--- config.mk ---
export PLATFORM = sky130hd
export DESIGN_NAME = instr_encoder_flat
export DESIGN_NICKNAME = d
export VERILOG_FILES = /design/src/rtl/instr_encoder_if.sv /design/src/rtl/instr_encoder.sv /design/src/flat_wrapper.sv
export SDC_FILE = /design/constraint.sdc
export NUM_CORES = 1
export LEC_CHECK = 0
export CORE_UTILIZATION = 43
export CTS_CLUSTER_SIZE = 28
export DETAILED_ROUTE_END_ITERATION = 6
export GPL_ROUTABILITY_DRIVEN = 0
export PLACE_DENSITY = 0.8
export REMOVE_ABC_BUFFERS = 1
export SYNTH_ARGS = -nofsm -noshare
export SYNTH_HDL_FRONTEND = slang
export SYNTH_SLANG_ARGS = --single-unit
--- constraint.sdc ---
create_clock -name clk -period 2.1 [get_ports clk]
set_input_delay 0.525 -clock clk [delete_from_list [all_inputs] [get_ports clk]]
set_output_delay 0.525 -clock clk [all_outputs]
set_load 0.01 [all_outputs]
--- src/rtl/instr_encoder_if.sv ---
// Handshake and instruction-memory bus between the program loader and its client.
interface instr_encoder_if #(
    parameter int ADDR_W = 6
);
    logic              start;
    logic              in_valid;
    logic              in_ready;
    logic              in_last;
    logic [2:0]        op;
    logic              imm_sel;
    logic [4:0]        rs;
    logic [4:0]        rt;
    logic [4:0]        rd;
    logic [15:0]       imm;
    logic              mem_we;
    logic [ADDR_W-1:0] mem_addr;
    logic [31:0]       mem_wdata;
    logic              err;
    logic              busy;
    logic              done;
    logic              full;
    logic [ADDR_W:0]   count;

    modport master (
        output start, in_valid, in_last, op, imm_sel, rs, rt, rd, imm,
        input  in_ready, mem_we, mem_addr, mem_wdata, err, busy, done, full, count
    );

    modport slave (
        input  start, in_valid, in_last, op, imm_sel, rs, rt, rd, imm,
        output in_ready, mem_we, mem_addr, mem_wdata, err, busy, done, full, count
    );
endinterface

--- src/rtl/instr_encoder.sv ---
// Streaming MIPS instruction encoder / program loader.
//
// state | meaning
// IDLE  | after reset, waiting for start
// LOAD  | accepting fields and writing encoded words
// DONE  | session finished (last seen or memory full), waiting for start
//
// A transfer is registered straight onto the memory bus, so the write appears
// one cycle later. A transfer that ends the session (in_last, or the one that
// fills memory) sets a pending-end flag that drops in_ready immediately and
// moves the FSM to DONE once that write/err cycle has gone by.
module instr_encoder #(
    parameter int ADDR_W = 6
) (
    input  logic             clk,
    input  logic             rst,
    instr_encoder_if.slave   bus
);
    localparam int DEPTH = 2 ** ADDR_W;
    localparam logic [ADDR_W:0] CNT_LAST = (ADDR_W + 1)'(DEPTH - 1);

    typedef enum logic [1:0] {
        S_IDLE = 2'd0,
        S_LOAD = 2'd1,
        S_DONE = 2'd2
    } state_t;

    state_t            state, state_nx;
    logic [ADDR_W-1:0] ptr;
    logic [ADDR_W:0]   cnt;
    logic              full_r;
    logic              ending;
    logic              we_r;
    logic              err_r;
    logic [ADDR_W-1:0] addr_r;
    logic [31:0]       wdata_r;
    logic              in_ready_c;
    logic              busy_c;
    logic              done_c;
    logic              xfer;
    logic              legal;
    logic [5:0]        funct;
    logic [31:0]       enc;

    // Field decode: legality check and 32-bit MIPS word packing.
    always_comb begin
        funct = 6'b000000;
        legal = 1'b0;
        case (bus.op)
            3'b000:  begin funct = 6'b100000; legal = 1'b1; end
            3'b100:  begin funct = 6'b100100; legal = 1'b1; end
            3'b010:  begin funct = 6'b100101; legal = 1'b1; end
            3'b011:  begin funct = 6'b100010; legal = 1'b1; end
            3'b111:  begin funct = 6'b101010; legal = 1'b1; end
            default: begin funct = 6'b000000; legal = 1'b0; end
        endcase
        if (bus.imm_sel) begin
            legal = (bus.op == 3'b000);
            enc   = {6'b001000, bus.rs, bus.rt, bus.imm};
        end else begin
            enc   = {6'b000000, bus.rs, bus.rt, bus.rd, 5'b00000, funct};
        end
    end

    // State register.
    always_ff @(posedge clk) begin
        if (rst) state <= S_IDLE;
        else     state <= state_nx;
    end

    // Next-state and state-derived handshake/status outputs.
    always_comb begin
        state_nx   = state;
        in_ready_c = 1'b0;
        busy_c     = 1'b0;
        done_c     = 1'b0;
        case (state)
            S_IDLE: begin
                if (bus.start) state_nx = S_LOAD;
            end
            S_LOAD: begin
                busy_c     = 1'b1;
                in_ready_c = !full_r && !ending;
                if (ending) state_nx = S_DONE;
            end
            S_DONE: begin
                done_c = 1'b1;
                if (bus.start) state_nx = S_LOAD;
            end
            default: state_nx = S_IDLE;
        endcase
    end

    assign xfer = bus.in_valid && in_ready_c;

    // Write pointer, count, full flag and the registered memory/err outputs.
    always_ff @(posedge clk) begin
        if (rst) begin
            ptr     <= '0;
            cnt     <= '0;
            full_r  <= 1'b0;
            ending  <= 1'b0;
            we_r    <= 1'b0;
            err_r   <= 1'b0;
            addr_r  <= '0;
            wdata_r <= '0;
        end else begin
            we_r  <= 1'b0;
            err_r <= 1'b0;
            if (state != S_LOAD && bus.start) begin
                ptr    <= '0;
                cnt    <= '0;
                full_r <= 1'b0;
                ending <= 1'b0;
            end else if (state == S_LOAD && ending) begin
                ending <= 1'b0;
            end
            if (xfer) begin
                if (legal) begin
                    we_r    <= 1'b1;
                    addr_r  <= ptr;
                    wdata_r <= enc;
                    cnt     <= cnt + 1'b1;
                    // The last slot leaves the pointer in place rather than wrapping.
                    if (cnt == CNT_LAST) begin
                        full_r <= 1'b1;
                        ending <= 1'b1;
                    end else begin
                        ptr <= ptr + 1'b1;
                    end
                end else begin
                    err_r <= 1'b1;
                end
                if (bus.in_last) ending <= 1'b1;
            end
        end
    end

    assign bus.in_ready  = in_ready_c;
    assign bus.busy      = busy_c;
    assign bus.done      = done_c;
    assign bus.full      = full_r;
    assign bus.count     = cnt;
    assign bus.mem_we    = we_r;
    assign bus.mem_addr  = addr_r;
    assign bus.mem_wdata = wdata_r;
    assign bus.err       = err_r;
endmodule

--- src/flat_wrapper.sv ---
// flat-port wrapper written by rule: the top's interface ports become plain ports
module instr_encoder_flat 
#(
    parameter int ADDR_W = 6
)
  (clk, rst, bus_start, bus_in_valid, bus_in_last, bus_op, bus_imm_sel, bus_rs, bus_rt, bus_rd, bus_imm, bus_in_ready, bus_mem_we, bus_mem_addr, bus_mem_wdata, bus_err, bus_busy, bus_done, bus_full, bus_count);
  instr_encoder_if #(.ADDR_W(ADDR_W)) bus_i ();
  input  logic clk;
  input  logic rst;
  input wire logic [$bits(bus_i.start)-1:0] bus_start;
  input wire logic [$bits(bus_i.in_valid)-1:0] bus_in_valid;
  input wire logic [$bits(bus_i.in_last)-1:0] bus_in_last;
  input wire logic [$bits(bus_i.op)-1:0] bus_op;
  input wire logic [$bits(bus_i.imm_sel)-1:0] bus_imm_sel;
  input wire logic [$bits(bus_i.rs)-1:0] bus_rs;
  input wire logic [$bits(bus_i.rt)-1:0] bus_rt;
  input wire logic [$bits(bus_i.rd)-1:0] bus_rd;
  input wire logic [$bits(bus_i.imm)-1:0] bus_imm;
  output wire logic [$bits(bus_i.in_ready)-1:0] bus_in_ready;
  output wire logic [$bits(bus_i.mem_we)-1:0] bus_mem_we;
  output wire logic [$bits(bus_i.mem_addr)-1:0] bus_mem_addr;
  output wire logic [$bits(bus_i.mem_wdata)-1:0] bus_mem_wdata;
  output wire logic [$bits(bus_i.err)-1:0] bus_err;
  output wire logic [$bits(bus_i.busy)-1:0] bus_busy;
  output wire logic [$bits(bus_i.done)-1:0] bus_done;
  output wire logic [$bits(bus_i.full)-1:0] bus_full;
  output wire logic [$bits(bus_i.count)-1:0] bus_count;
  assign bus_i.start = bus_start;
  assign bus_i.in_valid = bus_in_valid;
  assign bus_i.in_last = bus_in_last;
  assign bus_i.op = bus_op;
  assign bus_i.imm_sel = bus_imm_sel;
  assign bus_i.rs = bus_rs;
  assign bus_i.rt = bus_rt;
  assign bus_i.rd = bus_rd;
  assign bus_i.imm = bus_imm;
  assign bus_in_ready = bus_i.in_ready;
  assign bus_mem_we = bus_i.mem_we;
  assign bus_mem_addr = bus_i.mem_addr;
  assign bus_mem_wdata = bus_i.mem_wdata;
  assign bus_err = bus_i.err;
  assign bus_busy = bus_i.busy;
  assign bus_done = bus_i.done;
  assign bus_full = bus_i.full;
  assign bus_count = bus_i.count;
  instr_encoder #(.ADDR_W(ADDR_W)) u_core (.clk(clk), .rst(rst), .bus(bus_i));
endmodule
==> run metrics <==
status=finished, final reports clean; Layout fillers=391; syn avg cell area=8.452 um^2; Worst-path clk slew=0.09 ns; Worst R2R End=u_core.ptr[4]; delay-heaviest family, CP=buffers and inverters; synth unique cells=38; hold_sp=u_core.bus.mem_wdata[17]; FMAX=494.6 MHz; pwr dens=585.9 mW/mm^2; routed length on met1=2.322 mm; num ports=91; Area growth, synth to finish=49.78%; CP Depth=3; die width=74.17 um; crit path capture=bus_busy; Slew HR=0.6023; ys flop type=dfxtp_1; flop-to-flop setup slack=0.24 ns; drt wl/cell=12.48 um; design area=0.003354 mm^2; CP Class=reg2out; share of the synthesized area in the top cell type=0.4648; synthesized flop and latch total=52; initial cell density of the core=0.4590; DRC errors left=0; Final Hold Fails=0; grt total ovfl=0; Max Fanout on Critical Path=4; internal power=1515 uW; Core Region=0.004880 mm^2; Worst path slowest cell=clkdlybuf4s50_1; total number of vias=2167; CP startpoint kind=flip-flop; proportion of layout cells with a drive suffix above 1=0.1000; Tot GR Track Use=0.2017; Max IR drop VDD=0.4332 mV; CTS HTree Levels=2; final cell count without fillers=427; global-route wire length before repair=8.673 mm; met3 wire len=339 um; clk buf depth=2; Synth area leaders=dfxtp_1 46%, nand2_1 7.9%, a21oi_1 6.0%, nor2_1 4.5%, a211oi_1 4.0%; ANT cells=0; Synth Warn #=0; initial antenna violation count=0; CP bufs+invs=2; clk_lat worst skew=0.30 ns; Worst Setup SP=u_core.state[1]; Core Rows=25; Nets=401; vias in the first global route=1981; Flop pwr share=0.516; Sink Count=52; sequential share of the synthesized area=0.4648; Hold Path Stages=2; Critical Path AT=1.50 ns; Final period util=0.9628; hold buffer count at CTS=0; worst clock skew=0.005934 ns; worst slew pin tran=0.5965 ns; Net Sw Power=450.5 uW; switching share of total power=0.2292; synthesized cell area=0.002240 mm^2; CTS tree=done; root buffer cell=clkbuf_8; routed wl met2=2.597 mm; Post-CTS Setup Inserts=0; setup repair after global routing missed its margin=no; dpl cells=419; 1st-iter DRT viols=115; Top Layer Used=met4; CP Data Required Time=1.57 ns; Routed Wire Length=5.328 mm; Routed Antenna Nets=0; Synth Instances=265; Reg2Reg Depth=6; Via density=5.075; Hold Path Class=reg2reg; critical-path cell list=nand2b_1, inv_1, clkdlybuf4s50_1; Slew Viols, Final=0; cts repair resizes=1; Post-DP Area=0.003242 mm^2; die area=0.005501 mm^2; Final setup viols=0; DRT Pass-1 Iters=4; power share of the combinational group=0.145; largest net degree at the start of global routing=33; clock power share=0.339; PortBufs=85; HPWL after DPL=3.909 mm; CP Capture Type=output pin; Post-synth EDFFs=0; die height=74.17 um; worst stage delay on the critical path=0.54 ns; P_leak=0.001169 uW; Post-synth ARST share=0; max_cap viols=0; CTS Buf Count=5; area leader, netlist=dfxtp_1; crit path time final=2.022 ns; FF-to-FF Start=u_core.bus.count[1]
-- area by class of cell --
class	count	area, um^2	share of cell area
Multi-Input combinational cell	196	1105	0.3294
Sequential cell	52	1041	0.3103
Timing Repair Buffer	102	1010	0.3010
Tap cell	67	83.83	0.02499
Clock buffer	6	72.57	0.02163
Clock inverter	2	35.03	0.01044
Inverter	2	7.507	0.002238
-- worst register-to-register path, stage by stage (launching register included) --
cell	delay, ns
dfxtp_1	0.39
ha_1	0.24
nand3_1	0.15
or3_1	0.42
a31oi_2	0.32
nand2_1	0.10
a31oi_1	0.16
-- power groups by stage --
| stage | combinational (uW) | sequential [uW] | clock, uW |
|---|---|---|---|
| floorplan | 94.2 | 1040 | 0 |
| global placement | 281 | 1040 | 0 |
| detailed placement | 284 | 1040 | 0 |
| CTS | 285 | 1020 | 680 |
| global route | 311 | 1020 | 720 |
| finish | 284 | 1010 | 666 |
-- per-stage QoR --
step                setup WS (ns)    util  hold WS [ns]  setup TNS [ns]  power (uW)
floorplan               -0.007167       -        0.4479       -0.007167        1138
global placement          -0.1411  0.6644        0.4413          -2.033        1319
detailed placement        -0.1916  0.6644        0.4472          -3.150        1323
CTS                       0.06682  0.6862        0.4596               0        1979
global route           0.00001799  0.6874        0.4767               0        2048
finish                    0.07813  0.6874        0.4557               0        1965
-- kinds of logic (layout without fill, tap and decap cells) --
kind of cell / after synthesis / in the layout / synth area share
and+or+nand+nor: 125 / 125 / 0.2844
xor gates and xnor gates: 1 / 1 / 0.003911
buffers and inverters: 21 / 112 / 0.05140
adders and majority gates: 2 / 2 / 0.01117
AOI/OAI and AO/OA: 57 / 57 / 0.1559
DFF: 52 / 52 / 0.4648
other: 1 / 5 / 0.001674
muxes: 6 / 6 / 0.02682
-- placed cells by master, fill, tap and decap left out, types with 2 or more instances in the layout --
cell type        count
and3_1               2
clkdlybuf4s50_1     83
nand2_1             47
nor2_1              27
nand2b_1             4
clkbuf_8             5
buf_12               3
a31oi_1              5
mux2i_1              6
conb_1               5
nand3_1             11
a21oi_1             27
a22oi_1              7
a211oi_1            12
ha_1                 2
nand3_2              2
nand3b_1             3
buf_4               14
nor3_1              12
inv_1                2
dfxtp_1             52
or3_1                6
-- sequential cells by signal, summed over array words and instances, names as in the netlist --
register / cells
u_core.bus.count: 7
u_core.bus.err: 1
u_core.bus.full: 1
u_core.bus.mem_addr: 6
u_core.bus.mem_wdata: 27
u_core.bus.mem_we: 1
u_core.ending: 1
u_core.ptr: 6
u_core.state: 2
-- synth_stat cells, drive strengths merged (2+ instances only) --
| cell | n |
|---|---|
| dfxtp | 52 |
| nand2 | 48 |
| nor2 | 28 |
| a21oi | 27 |
| nand3 | 13 |
| nor3 | 13 |
| a211oi | 12 |
| buf | 10 |
| clkbuf | 9 |
| a22oi | 7 |
| a31oi | 6 |
| mux2i | 6 |
| or3 | 6 |
| nand2b | 4 |
| and3 | 3 |
| nand3b | 3 |
| ha | 2 |
| inv | 2 |
| nor4b | 2 |
| o21ai | 2 |
-- routing by layer --
metal	vias up	track usage
met3	9	0.05285
met1	980	0.2351
met4	0	0.05983
met2	70	0.3616
met5	-	0
li1	1108	-
-- worst min path at each step --
stage | end | slack (ns)
after floorplan | u_core.bus.mem_addr[5] | 0.45
after global placement | u_core.bus.mem_wdata[24] | 0.44
after global routing | u_core.bus.mem_wdata[17] | 0.48
after CTS | u_core.bus.mem_wdata[17] | 0.46
after detailed placement | u_core.bus.mem_wdata[17] | 0.45
final | u_core.bus.mem_wdata[17] | 0.46
Note: power is estimated with default switching activity, not from simulation.
